File: src/rtl/cc_pkg.sv
// rtl/cc_pkg.sv - condition-code types, constants and classify/branch helpers
package cc_pkg;

  typedef logic [2:0] nzp_t;

  localparam nzp_t NZP_N     = 3'b100;
  localparam nzp_t NZP_Z     = 3'b010;
  localparam nzp_t NZP_P     = 3'b001;
  localparam nzp_t NZP_RESET = NZP_Z;

  // Widest bus classify accepts; callers zero-extend and pass their real width.
  localparam int unsigned CLASSIFY_W = 64;

  function automatic nzp_t classify(input logic [CLASSIFY_W-1:0] value,
                                    input int unsigned width);
    logic [CLASSIFY_W-1:0] sign_mask;
    sign_mask = {{(CLASSIFY_W-1){1'b0}}, 1'b1} << (width - 1);
    if (value == '0)
      return NZP_Z;
    else if ((value & sign_mask) != '0)
      return NZP_N;
    else
      return NZP_P;
  endfunction

  function automatic logic branch_taken(input logic [2:0] cond, input nzp_t nzp);
    if (cond == 3'b000 || cond == 3'b111)
      return 1'b1;
    return (cond & nzp) != 3'b000;
  endfunction

endpackage

File: src/rtl/cc_stack.sv
// rtl/cc_stack.sv - bounded LIFO of saved condition codes with sticky misuse flag
module cc_stack
  import cc_pkg::*;
#(
  parameter int DEPTH = 4
) (
  input  logic                       clk,
  input  logic                       reset,
  input  logic                       push,
  input  logic                       pop,
  input  nzp_t                       din,
  output nzp_t                       dout,
  output logic [$clog2(DEPTH+1)-1:0] level,
  output logic                       full,
  output logic                       empty,
  output logic                       err,
  output logic                       pop_ok
);

  localparam int LW = $clog2(DEPTH + 1);
  localparam int AW = (DEPTH > 1) ? $clog2(DEPTH) : 1;

  nzp_t          mem [DEPTH];
  logic          do_push;
  logic          bad;
  logic [LW-1:0] level_m1;
  logic [AW-1:0] wr_idx;
  logic [AW-1:0] rd_idx;

  assign full     = (level == LW'(DEPTH));
  assign empty    = (level == '0);
  assign do_push  = push & ~pop & ~full & ~reset;
  assign pop_ok   = pop & ~push & ~empty;
  // Simultaneous push/pop is treated as a conflict, never as a swap.
  assign bad      = (push & pop) | (push & full) | (pop & empty);
  assign level_m1 = level - LW'(1);
  assign wr_idx   = level[AW-1:0];
  assign rd_idx   = level_m1[AW-1:0];
  assign dout     = mem[rd_idx];

  always_ff @(posedge clk) begin
    if (reset) begin
      level <= '0;
      err   <= 1'b0;
    end else begin
      if (do_push)
        level <= level + LW'(1);
      else if (pop_ok)
        level <= level_m1;
      if (bad)
        err <= 1'b1;
    end
  end

  always_ff @(posedge clk) begin
    if (do_push)
      mem[wr_idx] <= din;
  end

endmodule

File: src/rtl/cc_branch_unit.sv
// rtl/cc_branch_unit.sv - registered NZP/BEN unit with saved-NZP stack for interrupts
module cc_branch_unit
  import cc_pkg::*;
#(
  parameter int DATA_W      = 16,
  parameter int STACK_DEPTH = 4
) (
  input  logic                             Clk,
  input  logic                             Reset,
  input  logic [DATA_W-1:0]                BUS,
  input  logic                             LD_CC,
  input  logic [15:0]                      IR,
  input  logic                             LD_BEN,
  input  logic                             CC_PUSH,
  input  logic                             CC_POP,
  output logic [2:0]                       NZP,
  output logic                             BEN,
  output logic [$clog2(STACK_DEPTH+1)-1:0] CC_LEVEL,
  output logic                             CC_FULL,
  output logic                             CC_EMPTY,
  output logic                             CC_ERR
);

  nzp_t stack_top;
  nzp_t bus_class;
  logic pop_ok;
  logic unused_ir;

  assign unused_ir = ^{IR[15:12], IR[8:0]};
  assign bus_class = classify(CLASSIFY_W'(BUS), DATA_W);

  cc_stack #(
    .DEPTH (STACK_DEPTH)
  ) u_stack (
    .clk    (Clk),
    .reset  (Reset),
    .push   (CC_PUSH),
    .pop    (CC_POP),
    .din    (NZP),
    .dout   (stack_top),
    .level  (CC_LEVEL),
    .full   (CC_FULL),
    .empty  (CC_EMPTY),
    .err    (CC_ERR),
    .pop_ok (pop_ok)
  );

  // BEN reads the NZP register as it stands before this edge.
  always_ff @(posedge Clk) begin
    if (Reset) begin
      NZP <= NZP_RESET;
      BEN <= 1'b0;
    end else begin
      if (pop_ok)
        NZP <= stack_top;
      else if (LD_CC)
        NZP <= bus_class;
      if (LD_BEN)
        BEN <= branch_taken(IR[11:9], NZP);
    end
  end

endmodule

File: config.mk
export PLATFORM = sky130hd
export DESIGN_NAME = cc_branch_unit
export DESIGN_NICKNAME = d
export VERILOG_FILES = /design/src/rtl/cc_pkg.sv /design/src/rtl/cc_stack.sv /design/src/rtl/cc_branch_unit.sv
export SDC_FILE = /design/constraint.sdc
export NUM_CORES = 1
export LEC_CHECK = 0
export CAP_MARGIN = 15
export CELL_PAD_IN_SITES_DETAIL_PLACEMENT = 0
export CELL_PAD_IN_SITES_GLOBAL_PLACEMENT = 1
export CORE_MARGIN = 2
export CORE_UTILIZATION = 32
export CTS_CLUSTER_SIZE = 28
export DETAILED_ROUTE_END_ITERATION = 10
export PLACE_DENSITY_LB_ADDON = 0.1
export SLEW_MARGIN = 0
export SYNTH_ARGS = -nofsm -noshare
export SYNTH_HDL_FRONTEND = slang
export SYNTH_SLANG_ARGS = --single-unit
File: constraint.sdc
create_clock -name Clk -period 3.82 [get_ports Clk]
set_clock_uncertainty 0.2 [all_clocks]
set_input_delay 0.573 -clock Clk [delete_from_list [all_inputs] [get_ports Clk]]
set_output_delay 0.573 -clock Clk [all_outputs]
set_load 0.05 [all_outputs]
==> results of run 1 <==
worst reg2reg max path, cell delays in order, from the launching register on:
cell and delay (ns):
dfxtp_1 0.57, inv_1 0.15, ha_1 0.27, and2_4 0.18, nor4b_4 0.44, and2_1 0.29
through the flow:
| stage | area [µm²] | total power, mW | hold WS (ns) | util (%) | instances |
|---|---|---|---|---|---|
| 2_1_floorplan | 995 | 0.340 | 0.482 | - | 78 |
| 3_3_place_gp | 1370 | 0.401 | 0.274 | 45.7 | 144 |
| 3_5_place_dp | 1370 | 0.402 | 0.278 | 45.7 | 144 |
| 4_1_cts | 1430 | 0.575 | 0.313 | 47.5 | 148 |
| 5_1_grt | 1430 | 0.594 | 0.350 | 47.5 | 148 |
| 6_report | 1430 | 0.568 | 0.311 | 47.5 | 148 |
Yosys cell counts (2+ instances only):
| library cell | instances |
|---|---|
| dfxtp_1 | 8 |
| nor2_1 | 4 |
| and2_4 | 2 |
| mux2i_1 | 2 |
| nor3_1 | 2 |
| nor4_1 | 4 |
| a31oi_1 | 2 |
| nor2b_1 | 2 |
| a221oi_1 | 2 |
| edfxtp_1 | 12 |
| mux4_2 | 3 |
| nand2_1 | 3 |
| ha_1 | 5 |
| and2_1 | 4 |
| a21oi_1 | 3 |
| inv_1 | 4 |
path summary, 6_finish.rpt:
check                                      to  slack [ns]
setup reg to reg  u_stack.mem[3][0]$_DFFE_PP_        1.43
hold reg to reg              BEN$_SDFFE_PP0P_        0.31
setup / recovery                     CC_EMPTY        0.88
hold / removal               BEN$_SDFFE_PP0P_        0.31
flip-flops by register name (all words and copies together) (netlist names):
name / cells
u_stack.mem: 12
NZP: 3
u_stack.level: 3
BEN: 1
u_stack.err: 1
power by group through the flow:
stage                     logic [mW]  clock network (mW)  registers, mW
after global placement         0.144                   0          0.257
after CTS                      0.145               0.177          0.253
after detailed placement       0.144                   0          0.258
after global routing           0.153               0.186          0.255
final                          0.143               0.173          0.252
after floorplan               0.0584                   0          0.282
layer usage:
layer	routed length [µm]	vias to the layer above	GRT usage (%)
li1	-	376	-
met1	973	345	17.3
met2	908	25	20.0
met3	135	2	3.90
met4	17	0	4.76
met5	0	-	0
logic make-up after synthesis:
family	count (synthesis)	synth area share, %
buffers and inverters	5	1.89
multiplexers	7	11.4
adder cells (fa/ha/maj)	5	6.29
AND/OR/NAND/NOR	28	18.5
AO/OA/AOI/OAI	13	9.56
flip-flops	20	52.3
area by class of cell:
type                       count  area (µm²)  area share, %
sequential                    20         520           36.5
clock inverter                 1        30.0           2.11
timing repair buffer          34         340           23.9
tap                           33        41.3           2.90
clock buffer                   3        22.5           1.58
multi-input combinational     53         455           32.0
inverter                       4        15.0           1.05
layout by cell type (no fill, tap or decap), types with 2 or more instances in the layout:
cell | netlist | routed
a21oi_1 | 3 | 3
a221oi_1 | 2 | 2
a31oi_1 | 2 | 2
and2_1 | 4 | 4
and2_4 | 2 | 2
clkbuf_4 | 0 | 3
clkdlybuf4s50_1 | 0 | 34
dfxtp_1 | 8 | 8
edfxtp_1 | 12 | 12
ha_1 | 5 | 5
inv_1 | 4 | 4
mux2i_1 | 2 | 2
mux4_2 | 3 | 3
nand2_1 | 3 | 3
nor2_1 | 4 | 4
nor2b_1 | 2 | 2
nor3_1 | 2 | 2
nor4_1 | 4 | 4
==> metrics.txt, run 1 <==
# TYPE chip_impl_metric gauge
chip_impl_info{name="status",value="finished clean"} 1
chip_impl_metric{name="mappedNetlistNets",unit=""} 121
chip_impl_metric{name="detail_route_antenna_nets",unit=""} 0
chip_impl_metric{name="nNetsFinal",unit=""} 159
chip_impl_metric{name="synth.top_cell.area_share",unit="%"} 36.2
chip_impl_metric{name="viasPerCell",unit=""} 5.05
chip_impl_metric{name="route.detailed.wl_per_inst",unit="µm"} 13.7
chip_impl_metric{name="clkPwrFrac",unit="%"} 30.5
chip_impl_info{name="cpLargestDelayFamily",value="buffers and inverters"} 1
chip_impl_metric{name="detailed_router_s_first_iteration_violation_count",unit=""} 25
chip_impl_metric{name="global_route.overflow_total",unit=""} 0
chip_impl_metric{name="dieWidth",unit="µm"} 59.8
chip_impl_metric{name="timing.critical_path.buf_inv",unit=""} 3
chip_impl_metric{name="cp_arrival",unit="ns"} 2.17
chip_impl_metric{name="netlist_area",unit="µm²"} 995
chip_impl_info{name="worstSetupPathType",value="reg2out"} 1
chip_impl_metric{name="placementRows",unit=""} 20
chip_impl_metric{name="initial_standard_cell_utilization_of_the_core",unit="%"} 33.1
chip_impl_metric{name="synth_enable_flop_cells",unit=""} 12
chip_impl_metric{name="tns",unit="ns"} 0
chip_impl_metric{name="report.final.setup_viol",unit=""} 0
chip_impl_metric{name="fin_ws",unit="ns"} 0.877
chip_impl_metric{name="timing_hold_violations_final",unit=""} 0
chip_impl_metric{name="cts_max_path_buffers",unit=""} 2
chip_impl_metric{name="seq_area_frac_synth",unit="%"} 52.3
chip_impl_info{name="rsz0062_at_grt",value="no"} 1
chip_impl_metric{name="clk_latency_worst_skew_pair",unit="ns"} 0.30
chip_impl_metric{name="yosysWarningCount",unit=""} 0
chip_impl_metric{name="power.static_leakage",unit="nW"} 0.519
chip_impl_info{name="synth_ff_type",value="edfxtp_1"} 1
chip_impl_info{name="worst_path_max_delay_cell",value="clkdlybuf4s50_1"} 1
chip_impl_metric{name="die_height",unit="µm"} 59.8
chip_impl_metric{name="worst-path-max-fanout",unit=""} 9
chip_impl_metric{name="ff2ff_path_depth",unit=""} 5
chip_impl_metric{name="report.final.slew_viol_count",unit=""} 0
chip_impl_metric{name="gp_routability_congestion",unit=""} 0.721
chip_impl_metric{name="seq_power_share",unit="%"} 44.4
chip_impl_metric{name="layout-drive-gt1-share",unit="%"} 11.3
chip_impl_metric{name="die_area",unit="µm²"} 3570
chip_impl_metric{name="maxSlewHeadroom",unit="%"} 65.6
chip_impl_metric{name="power_density",unit="nW/µm²"} 399
chip_impl_metric{name="post_cts.repair.setup_buffers",unit=""} 0
chip_impl_metric{name="p_switching",unit="µW"} 155
chip_impl_metric{name="floorplan.core_area",unit="µm²"} 3000
chip_impl_metric{name="cts_hold_buf",unit=""} 0
chip_impl_info{name="cts_tree",value="built"} 1
chip_impl_metric{name="cp_num_cells",unit=""} 5
chip_impl_info{name="critical_path.cell_chain",value="inv_1 > ha_1 > nand2b_1 > inv_1 > clkdlybuf4s50_1"} 1
chip_impl_metric{name="grt_pass1_vias",unit=""} 777
chip_impl_metric{name="post_cts_resized",unit=""} 0
chip_impl_metric{name="grtUsageTotal",unit="%"} 13.0
chip_impl_metric{name="final.fill_count",unit=""} 285
chip_impl_metric{name="antenna_cells",unit=""} 0
chip_impl_metric{name="grt_max_degree",unit=""} 13
chip_impl_metric{name="cpPeakStageDelay",unit="ns"} 0.70
chip_impl_metric{name="grt_antenna_before_repair",unit=""} 0
chip_impl_metric{name="synth_seq_cells",unit=""} 20
chip_impl_metric{name="layout_min_cycle_time",unit="ns"} 2.94
chip_impl_metric{name="routed_wirelength",unit="µm"} 2030
chip_impl_metric{name="internal_power",unit="µW"} 413
chip_impl_info{name="synth_largest_area_cell",value="edfxtp_1"} 1
chip_impl_info{name="worstSetupEndpointType",value="primary output"} 1
chip_impl_metric{name="synthArstFlopShare",unit="%"} 0
chip_impl_metric{name="post_synth_cell_types",unit=""} 32
chip_impl_metric{name="synthCells",unit=""} 78
chip_impl_metric{name="grt_pass1_wl",unit="µm"} 3400
chip_impl_metric{name="route.vias.total",unit=""} 748
chip_impl_info{name="timing.rr.start",value="u_stack.level[0]$_SDFFE_PP0P_"} 1
chip_impl_metric{name="required",unit="ns"} 3.05
chip_impl_info{name="crit_path_start_kind",value="flip-flop"} 1
chip_impl_metric{name="htreeDepth",unit=""} 1
chip_impl_info{name="holdCritPathClass",value="reg2reg"} 1
chip_impl_metric{name="place_ws",unit="ns"} 1.18
chip_impl_metric{name="dr.pass1.iters",unit=""} 2
chip_impl_metric{name="final_min_period_over_clock_period",unit="%"} 77.0
chip_impl_metric{name="switching_power_share_of_the_total",unit="%"} 27.3
chip_impl_metric{name="cts_num_sinks",unit=""} 20
chip_impl_metric{name="transition_at_the_pin_with_the_smallest_max_transition_slack",unit="ns"} 0.514
chip_impl_metric{name="cap_viol_max_count",unit=""} 0
chip_impl_metric{name="maximum_frequency_from_static_timing_analysis",unit="MHz"} 340
chip_impl_info{name="synth_top_cells_by_area",value="edfxtp_1 36%, dfxtp_1 16%, mux4_2 6.8%"} 1
chip_impl_metric{name="synthToLayoutAreaGrowth",unit="%"} 43.3
chip_impl_info{name="critical_path.startpoint",value="u_stack.level[0]$_SDFFE_PP0P_"} 1
chip_impl_metric{name="synth.avg_cell_area",unit="µm²"} 12.8
chip_impl_info{name="critical_path.most_common_cell",value="inv_1"} 1
chip_impl_metric{name="holdPathStages",unit=""} 2
chip_impl_metric{name="cts_made_buffers",unit=""} 3
chip_impl_info{name="root_buffer",value="clkbuf_4"} 1
chip_impl_metric{name="drcViolationCount",unit=""} 0
chip_impl_metric{name="ios",unit=""} 48
chip_impl_metric{name="dp_hpwl",unit="µm"} 1660
chip_impl_info{name="min-delay-start",value="BEN$_SDFFE_PP0P_"} 1
chip_impl_metric{name="vdd_ir_drop_max",unit="µV"} 126
chip_impl_metric{name="p_comb_share",unit="%"} 25.1
chip_impl_metric{name="clkTransAtPathRegs",unit="ns"} 0.12
chip_impl_metric{name="io_buffers",unit=""} 34
(Power assumes the default switching activity.)
==> run 2, diff against run 1 <==
- CORE_UTILIZATION: 32 -> 27
- clock period: 3.82 -> 2.42 ns (I/O delays scaled with it)
==> metrics.txt, run 2 (synthesis results as in run 1) <==
# TYPE chip_impl_metric gauge
chip_impl_metric{name="dp_hpwl",unit="µm"} 1830
chip_impl_info{name="critical_path.startpoint",value="NZP[1]$_SDFFE_PP1P_"} 1
chip_impl_metric{name="required",unit="ns"} 1.86
chip_impl_metric{name="power_density",unit="nW/µm²"} 649
chip_impl_info{name="timing.rr.start",value="u_stack.level[1]$_SDFFE_PP0P_"} 1
chip_impl_metric{name="transition_at_the_pin_with_the_smallest_max_transition_slack",unit="ns"} 0.496
chip_impl_metric{name="grt_antenna_before_repair",unit=""} 0
chip_impl_metric{name="grt_pass1_wl",unit="µm"} 3920
chip_impl_info{name="cts_tree",value="built"} 1
chip_impl_metric{name="global_route.overflow_total",unit=""} 0
chip_impl_metric{name="die_height",unit="µm"} 64.7
chip_impl_metric{name="cap_viol_max_count",unit=""} 0
chip_impl_metric{name="clkTransAtPathRegs",unit="ns"} 0.08
chip_impl_metric{name="holdPathStages",unit=""} 2
chip_impl_metric{name="place_ws",unit="ns"} 0.285
chip_impl_metric{name="cts_num_sinks",unit=""} 20
chip_impl_metric{name="layout-drive-gt1-share",unit="%"} 17.5
chip_impl_metric{name="fin_ws",unit="ns"} 0.276
chip_impl_metric{name="grt_pass1_vias",unit=""} 801
chip_impl_metric{name="vdd_ir_drop_max",unit="µV"} 443
chip_impl_info{name="layout.cells.most_common",value="clkdlybuf4s50_1"} 1
chip_impl_metric{name="viasPerCell",unit=""} 4.56
chip_impl_metric{name="post_placement_cell_area",unit="µm²"} 1430
chip_impl_metric{name="timing.reg2reg.setup_slack",unit="ns"} 0.42
chip_impl_metric{name="clk_latency_worst_skew_pair",unit="ns"} 0.26
chip_impl_info{name="rsz0062_at_grt",value="no"} 1
chip_impl_metric{name="die_area",unit="µm²"} 4190
chip_impl_metric{name="timing_hold_violations_final",unit=""} 0
chip_impl_metric{name="maxSlewHeadroom",unit="%"} 66.9
chip_impl_info{name="min-delay-start",value="u_stack.err$_SDFFE_PP0P_"} 1
chip_impl_metric{name="layout_min_cycle_time",unit="ns"} 2.14
chip_impl_metric{name="gp_routability_congestion",unit=""} 0.694
chip_impl_metric{name="post_cts.repair.setup_buffers",unit=""} 0
chip_impl_metric{name="report.final.slew_viol_count",unit=""} 0
chip_impl_metric{name="cts_made_buffers",unit=""} 3
chip_impl_info{name="worstSetupPathType",value="reg2out"} 1
chip_impl_metric{name="worst-path-max-fanout",unit=""} 7
chip_impl_info{name="crit_path_start_kind",value="flip-flop"} 1
chip_impl_info{name="worstHoldEndpoint",value="u_stack.err$_SDFFE_PP0P_"} 1
chip_impl_info{name="rr_endpoint",value="u_stack.mem[3][1]$_DFFE_PP_"} 1
chip_impl_info{name="worstSetupEndpointType",value="primary output"} 1
chip_impl_info{name="critical_path.cell_chain",value="clkdlybuf4s50_1"} 1
chip_impl_metric{name="grt_max_degree",unit=""} 13
chip_impl_info{name="regMostFlops",value="u_stack.mem"} 1
chip_impl_metric{name="final_min_period_over_clock_period",unit="%"} 88.6
chip_impl_metric{name="report.final.setup_viol",unit=""} 0
chip_impl_metric{name="layoutNonFillerInstCount",unit=""} 168
chip_impl_info{name="cpLargestDelayFamily",value="buffers and inverters"} 1
chip_impl_metric{name="cpPeakStageDelay",unit="ns"} 0.86
chip_impl_metric{name="timing.critical_path.buf_inv",unit=""} 1
chip_impl_metric{name="route.detailed.wl_per_inst",unit="µm"} 13.2
chip_impl_metric{name="fin_area",unit="µm²"} 1500
chip_impl_metric{name="floorplan.core_area",unit="µm²"} 3610
chip_impl_metric{name="detail_route_antenna_nets",unit=""} 0
chip_impl_metric{name="synthToLayoutAreaGrowth",unit="%"} 50.4
chip_impl_info{name="root_buffer",value="clkbuf_8"} 1
chip_impl_metric{name="routed_wirelength",unit="µm"} 2220
chip_impl_metric{name="tns",unit="ns"} 0
chip_impl_metric{name="htreeDepth",unit=""} 1
chip_impl_metric{name="largest_reg_flops",unit=""} 12
chip_impl_metric{name="io_buffers",unit=""} 34
chip_impl_metric{name="cts_max_path_buffers",unit=""} 2
chip_impl_metric{name="total_power",unit="µW"} 971
chip_impl_info{name="holdCritPathClass",value="reg2reg"} 1
chip_impl_metric{name="cts_hold_buf",unit=""} 0
chip_impl_metric{name="dr.pass1.iters",unit=""} 4
chip_impl_info{name="status",value="finished clean"} 1
chip_impl_metric{name="initial_standard_cell_utilization_of_the_core",unit="%"} 27.6
chip_impl_metric{name="post_cts_resized",unit=""} 0
chip_impl_metric{name="maximum_frequency_from_static_timing_analysis",unit="MHz"} 467
chip_impl_info{name="reg.largest.list",value="u_stack.mem x12, NZP x3, u_stack.level x3"} 1
chip_impl_metric{name="detailed_router_s_first_iteration_violation_count",unit=""} 10
chip_impl_metric{name="ios",unit=""} 48
chip_impl_metric{name="route.vias.total",unit=""} 766
chip_impl_metric{name="final.fill_count",unit=""} 351
chip_impl_metric{name="antenna_cells",unit=""} 0
chip_impl_metric{name="placed_cells_incl_taps",unit=""} 164
chip_impl_metric{name="ff2ff_path_depth",unit=""} 6
chip_impl_info{name="leading_cell_types_in_the_layout_fill_and_taps_excluded",value="32 x clkdlybuf4s50_1, 12 x edfxtp_1, 7 x dfxtp_1, 7 x buf_4, 5 x ha_1"} 1
chip_impl_metric{name="dieWidth",unit="µm"} 64.7
chip_impl_metric{name="timing.hold.ws",unit="ns"} 0.308
chip_impl_metric{name="layout_utilization",unit="%"} 41.5
chip_impl_metric{name="nNetsFinal",unit=""} 164
chip_impl_metric{name="power.static_leakage",unit="nW"} 0.555
chip_impl_metric{name="cp_arrival",unit="ns"} 1.58
chip_impl_metric{name="placementRows",unit=""} 22
chip_impl_metric{name="drcViolationCount",unit=""} 0
chip_impl_info{name="worst_path_max_delay_cell",value="clkdlybuf4s50_1"} 1
chip_impl_metric{name="grtUsageTotal",unit="%"} 12.1
[run 2: area by class of cell]
type	count	area, µm²	share of cell area [%]
sequential	20	522	34.9
clock buffer	3	41.3	2.76
tap	48	60.1	4.01
clock inverter	1	30.0	2.01
multi-input combinational	53	455	30.4
inverter	4	15.0	1.00
timing repair buffer	39	373	24.9
[run 2: how the worst max path moves through the flow]
stage                                               end  cells past startpoint  slack [ns]
after global placement              NZP[0]$_SDFFE_PP0P_                      5        0.32
final                                            NZP[1]                      1        0.28
after CTS                                        NZP[0]                      1        0.23
after detailed placement            NZP[0]$_SDFFE_PP0P_                      5        0.28
after floorplan           u_stack.level[2]$_SDFFE_PP0P_                      6        0.01
after global routing                             NZP[0]                      1        0.20
[run 2: where the power goes]
part	internal (mW)	leakage [nW]	switching [mW]
clock	0.221	0.0357	0.111
combinational	0.115	0.343	0.129
sequential	0.380	0.176	0.0157
[run 2: layer usage]
layer	vias up	part of all wire, %	GRT usage, %	wire, µm
met2	17	47	18.6	1040
met1	362	50	17.8	1110
li1	387	-	-	-
met4	0	0	2.39	0
met5	-	0	0	0
met3	0	3.2	2.08	70
==> run 3, diff against run 2 <==
- CORE_UTILIZATION: 27 -> 41
- DONT_BUFFER_PORTS: not set -> 1
- SETUP_SLACK_MARGIN: not set -> 0.15
==> metrics.txt, run 3 (synthesis results as in run 1) <==
# TYPE chip_impl_metric gauge
chip_impl_metric{name="cp_arrival",unit="ns"} 2.11
chip_impl_metric{name="maximum_frequency_from_static_timing_analysis",unit="MHz"} 476
chip_impl_info{name="leading_cell_types_in_the_layout_fill_and_taps_excluded",value="12 x edfxtp_1, 8 x buf_4, 6 x dfxtp_1, 5 x ha_1"} 1
chip_impl_metric{name="p_switching",unit="µW"} 229
chip_impl_metric{name="power.static_leakage",unit="nW"} 0.433
chip_impl_info{name="critical_path.cell_chain",value="inv_1 > ha_1 > and2_4 > nor4b_4 > buf_4 > buf_4 > or3_1 > and3b_1"} 1
chip_impl_metric{name="dr.pass1.iters",unit=""} 3
chip_impl_metric{name="required",unit="ns"} 2.42
chip_impl_metric{name="clk_latency_worst_skew_pair",unit="ns"} 0.30
chip_impl_metric{name="transition_at_the_pin_with_the_smallest_max_transition_slack",unit="ns"} 0.504
chip_impl_info{name="root_buffer",value="clkbuf_4"} 1
chip_impl_metric{name="detailed_router_s_first_iteration_violation_count",unit=""} 8
chip_impl_metric{name="report.final.slew_viol_count",unit=""} 0
chip_impl_metric{name="multi_input_comb_area",unit="µm²"} 455
chip_impl_metric{name="maxSlewHeadroom",unit="%"} 66.3
chip_impl_metric{name="die_height",unit="µm"} 53.3
chip_impl_metric{name="internal_power",unit="µW"} 532
chip_impl_info{name="regMostFlops",value="u_stack.mem"} 1
chip_impl_metric{name="viasPerCell",unit=""} 5.73
chip_impl_metric{name="timing.critical_path.buf_inv",unit=""} 3
chip_impl_metric{name="dp_hpwl",unit="µm"} 1480
chip_impl_metric{name="layout-drive-gt1-share",unit="%"} 25.3
chip_impl_metric{name="power_density",unit="nW/µm²"} 664
chip_impl_metric{name="timing.hold.ws",unit="ns"} 0.0174
chip_impl_info{name="worst_path_max_delay_cell",value="dfxtp_4"} 1
chip_impl_metric{name="place_ws",unit="ns"} 0.296
chip_impl_info{name="rsz0062_at_grt",value="no"} 1
chip_impl_metric{name="grtUsageTotal",unit="%"} 15.0
chip_impl_metric{name="post_cts_resized",unit=""} 0
chip_impl_metric{name="routed_wirelength",unit="µm"} 1980
chip_impl_metric{name="clkTransAtPathRegs",unit="ns"} 0.11
chip_impl_metric{name="global_route.overflow_total",unit=""} 0
chip_impl_metric{name="tns",unit="ns"} 0
chip_impl_metric{name="final.fill_count",unit=""} 216
chip_impl_info{name="status",value="finished clean"} 1
chip_impl_info{name="reg.largest.list",value="u_stack.mem x12, NZP x3, u_stack.level x3"} 1
chip_impl_metric{name="cts_num_sinks",unit=""} 20
chip_impl_metric{name="antenna_cells",unit=""} 0
chip_impl_info{name="cpLargestDelayFamily",value="simple AND/OR/NAND/NOR gates"} 1
chip_impl_metric{name="placementRows",unit=""} 17
chip_impl_metric{name="grt_antenna_before_repair",unit=""} 0
chip_impl_metric{name="initial_standard_cell_utilization_of_the_core",unit="%"} 44.1
chip_impl_metric{name="die_area",unit="µm²"} 2840
chip_impl_metric{name="switching_power_share_of_the_total",unit="%"} 30.1
chip_impl_metric{name="worst-path-max-fanout",unit=""} 8
chip_impl_info{name="critical_path.most_common_cell",value="buf_4"} 1
chip_impl_metric{name="io_buffers",unit=""} 0
chip_impl_info{name="crit_path_start_kind",value="flip-flop"} 1
chip_impl_metric{name="largest_reg_flops",unit=""} 12
chip_impl_info{name="worstSetupPathType",value="reg2reg"} 1
chip_impl_info{name="holdCritPathClass",value="in2reg"} 1
chip_impl_metric{name="seq_power_share",unit="%"} 52.7
chip_impl_metric{name="nNetsFinal",unit=""} 135
chip_impl_metric{name="layout_min_cycle_time",unit="ns"} 2.10
chip_impl_metric{name="floorplan.core_area",unit="µm²"} 2250
chip_impl_metric{name="synthToLayoutAreaGrowth",unit="%"} 15.3
chip_impl_metric{name="route.detailed.wl_per_inst",unit="µm"} 16.6
chip_impl_metric{name="cts_made_buffers",unit=""} 3
chip_impl_info{name="cts_tree",value="built"} 1
chip_impl_metric{name="report.final.setup_viol",unit=""} 0
chip_impl_metric{name="final_min_period_over_clock_period",unit="%"} 86.8
chip_impl_info{name="layout.cells.most_common",value="edfxtp_1"} 1
chip_impl_metric{name="htreeDepth",unit=""} 1
chip_impl_metric{name="grt_pass1_wl",unit="µm"} 2870
chip_impl_metric{name="cap_viol_max_count",unit=""} 0
chip_impl_metric{name="fin_ws",unit="ns"} 0.318
chip_impl_metric{name="detail_route_antenna_nets",unit=""} 0
chip_impl_metric{name="p_comb_share",unit="%"} 22.0
chip_impl_metric{name="dieWidth",unit="µm"} 53.3
chip_impl_metric{name="drcViolationCount",unit=""} 0
chip_impl_metric{name="clkPwrFrac",unit="%"} 25.3
chip_impl_metric{name="vdd_ir_drop_max",unit="µV"} 362
chip_impl_metric{name="grt_max_degree",unit=""} 12
chip_impl_info{name="worstSetupEndpointType",value="flip-flop"} 1
chip_impl_metric{name="register_area",unit="µm²"} 526
chip_impl_metric{name="cpPeakStageDelay",unit="ns"} 0.35
chip_impl_metric{name="route.vias.total",unit=""} 682
chip_impl_metric{name="cts_max_path_buffers",unit=""} 2
chip_impl_metric{name="timing_hold_violations_final",unit=""} 0
chip_impl_metric{name="ios",unit=""} 48
chip_impl_metric{name="gp_routability_congestion",unit=""} 0.719
chip_impl_metric{name="grt_pass1_vias",unit=""} 617
==> run 3: changes by cell type in the layout (fill, tap and decap cells not counted), sizes merged <==
cell	delta
bufinv	-1
clkbuf	+1
clkdlybuf4s50	-32
dlygate4sd3	+2
buf	+1
==> run 3: repair_timing <==
item / in CTS / in global routing
hold endpoints to repair: 5 / 0
hold buffers: 2 / 0
setup buffers: 0 / 2
setup endpoints to repair: 0 / 7
==> run 3: worst paths after layout <==
path                                 start                            end  slack [ns]  cells after the start
min                                  LD_CC            NZP[1]$_SDFFE_PP1P_        0.02                      2
min reg2reg            NZP[2]$_SDFFE_PP0P_            NZP[2]$_SDFFE_PP0P_        0.39                      2
max reg2reg  u_stack.level[0]$_SDFFE_PP0P_  u_stack.level[0]$_SDFFE_PP0P_        0.32                      8
max          u_stack.level[0]$_SDFFE_PP0P_  u_stack.level[0]$_SDFFE_PP0P_        0.32                      8
==> run 3: final cells by class <==
| cell class | instances | share of cell area, % |
|---|---|---|
| clock buffer | 4 | 3.16 |
| inverter | 4 | 1.31 |
| multi-input combinational | 53 | 39.7 |
| sequential | 20 | 45.8 |
| tap | 28 | 3.05 |
| timing repair buffer | 10 | 6.98 |
==> run 3: worst reg2reg max path, delay by kind of cell, from the launching register on <==
family                   cells  cell delay, ns
adder cells (fa/ha/maj)      1            0.23
flip-flops                   1            0.35
buffers and inverters        3            0.40
AND/OR/NAND/NOR              4            0.84
==> run 3: metal layers <==
| metal | vias up | wire length, µm | global-route usage, % |
|---|---|---|---|
| met2 | 22 | 999 | 24.1 |
| met5 | - | 0 | 0 |
| met3 | 4 | 92 | 3.39 |
| met1 | 328 | 857 | 18.7 |
| li1 | 328 | - | - |
| met4 | 0 | 31 | 7.69 |
==> run 3: power by group through the flow <==
stage | Combinational [mW] | Sequential, mW | Clock [mW]
final | 0.168 | 0.401 | 0.193
after global routing | 0.181 | 0.403 | 0.215
after CTS | 0.167 | 0.401 | 0.199
after detailed placement | 0.162 | 0.409 | 0
after global placement | 0.161 | 0.408 | 0
after floorplan | 0.0921 | 0.446 | 0
==> run 3: through the flow <==
stage	util [%]	instances	cell area (µm²)	power, mW
floorplan	-	78	1000	0.538
global route	50.9	119	1150	0.799
CTS	50.2	117	1130	0.767
global placement	47.7	111	1080	0.570
detailed placement	47.7	111	1080	0.571
finish	50.9	119	1150	0.761
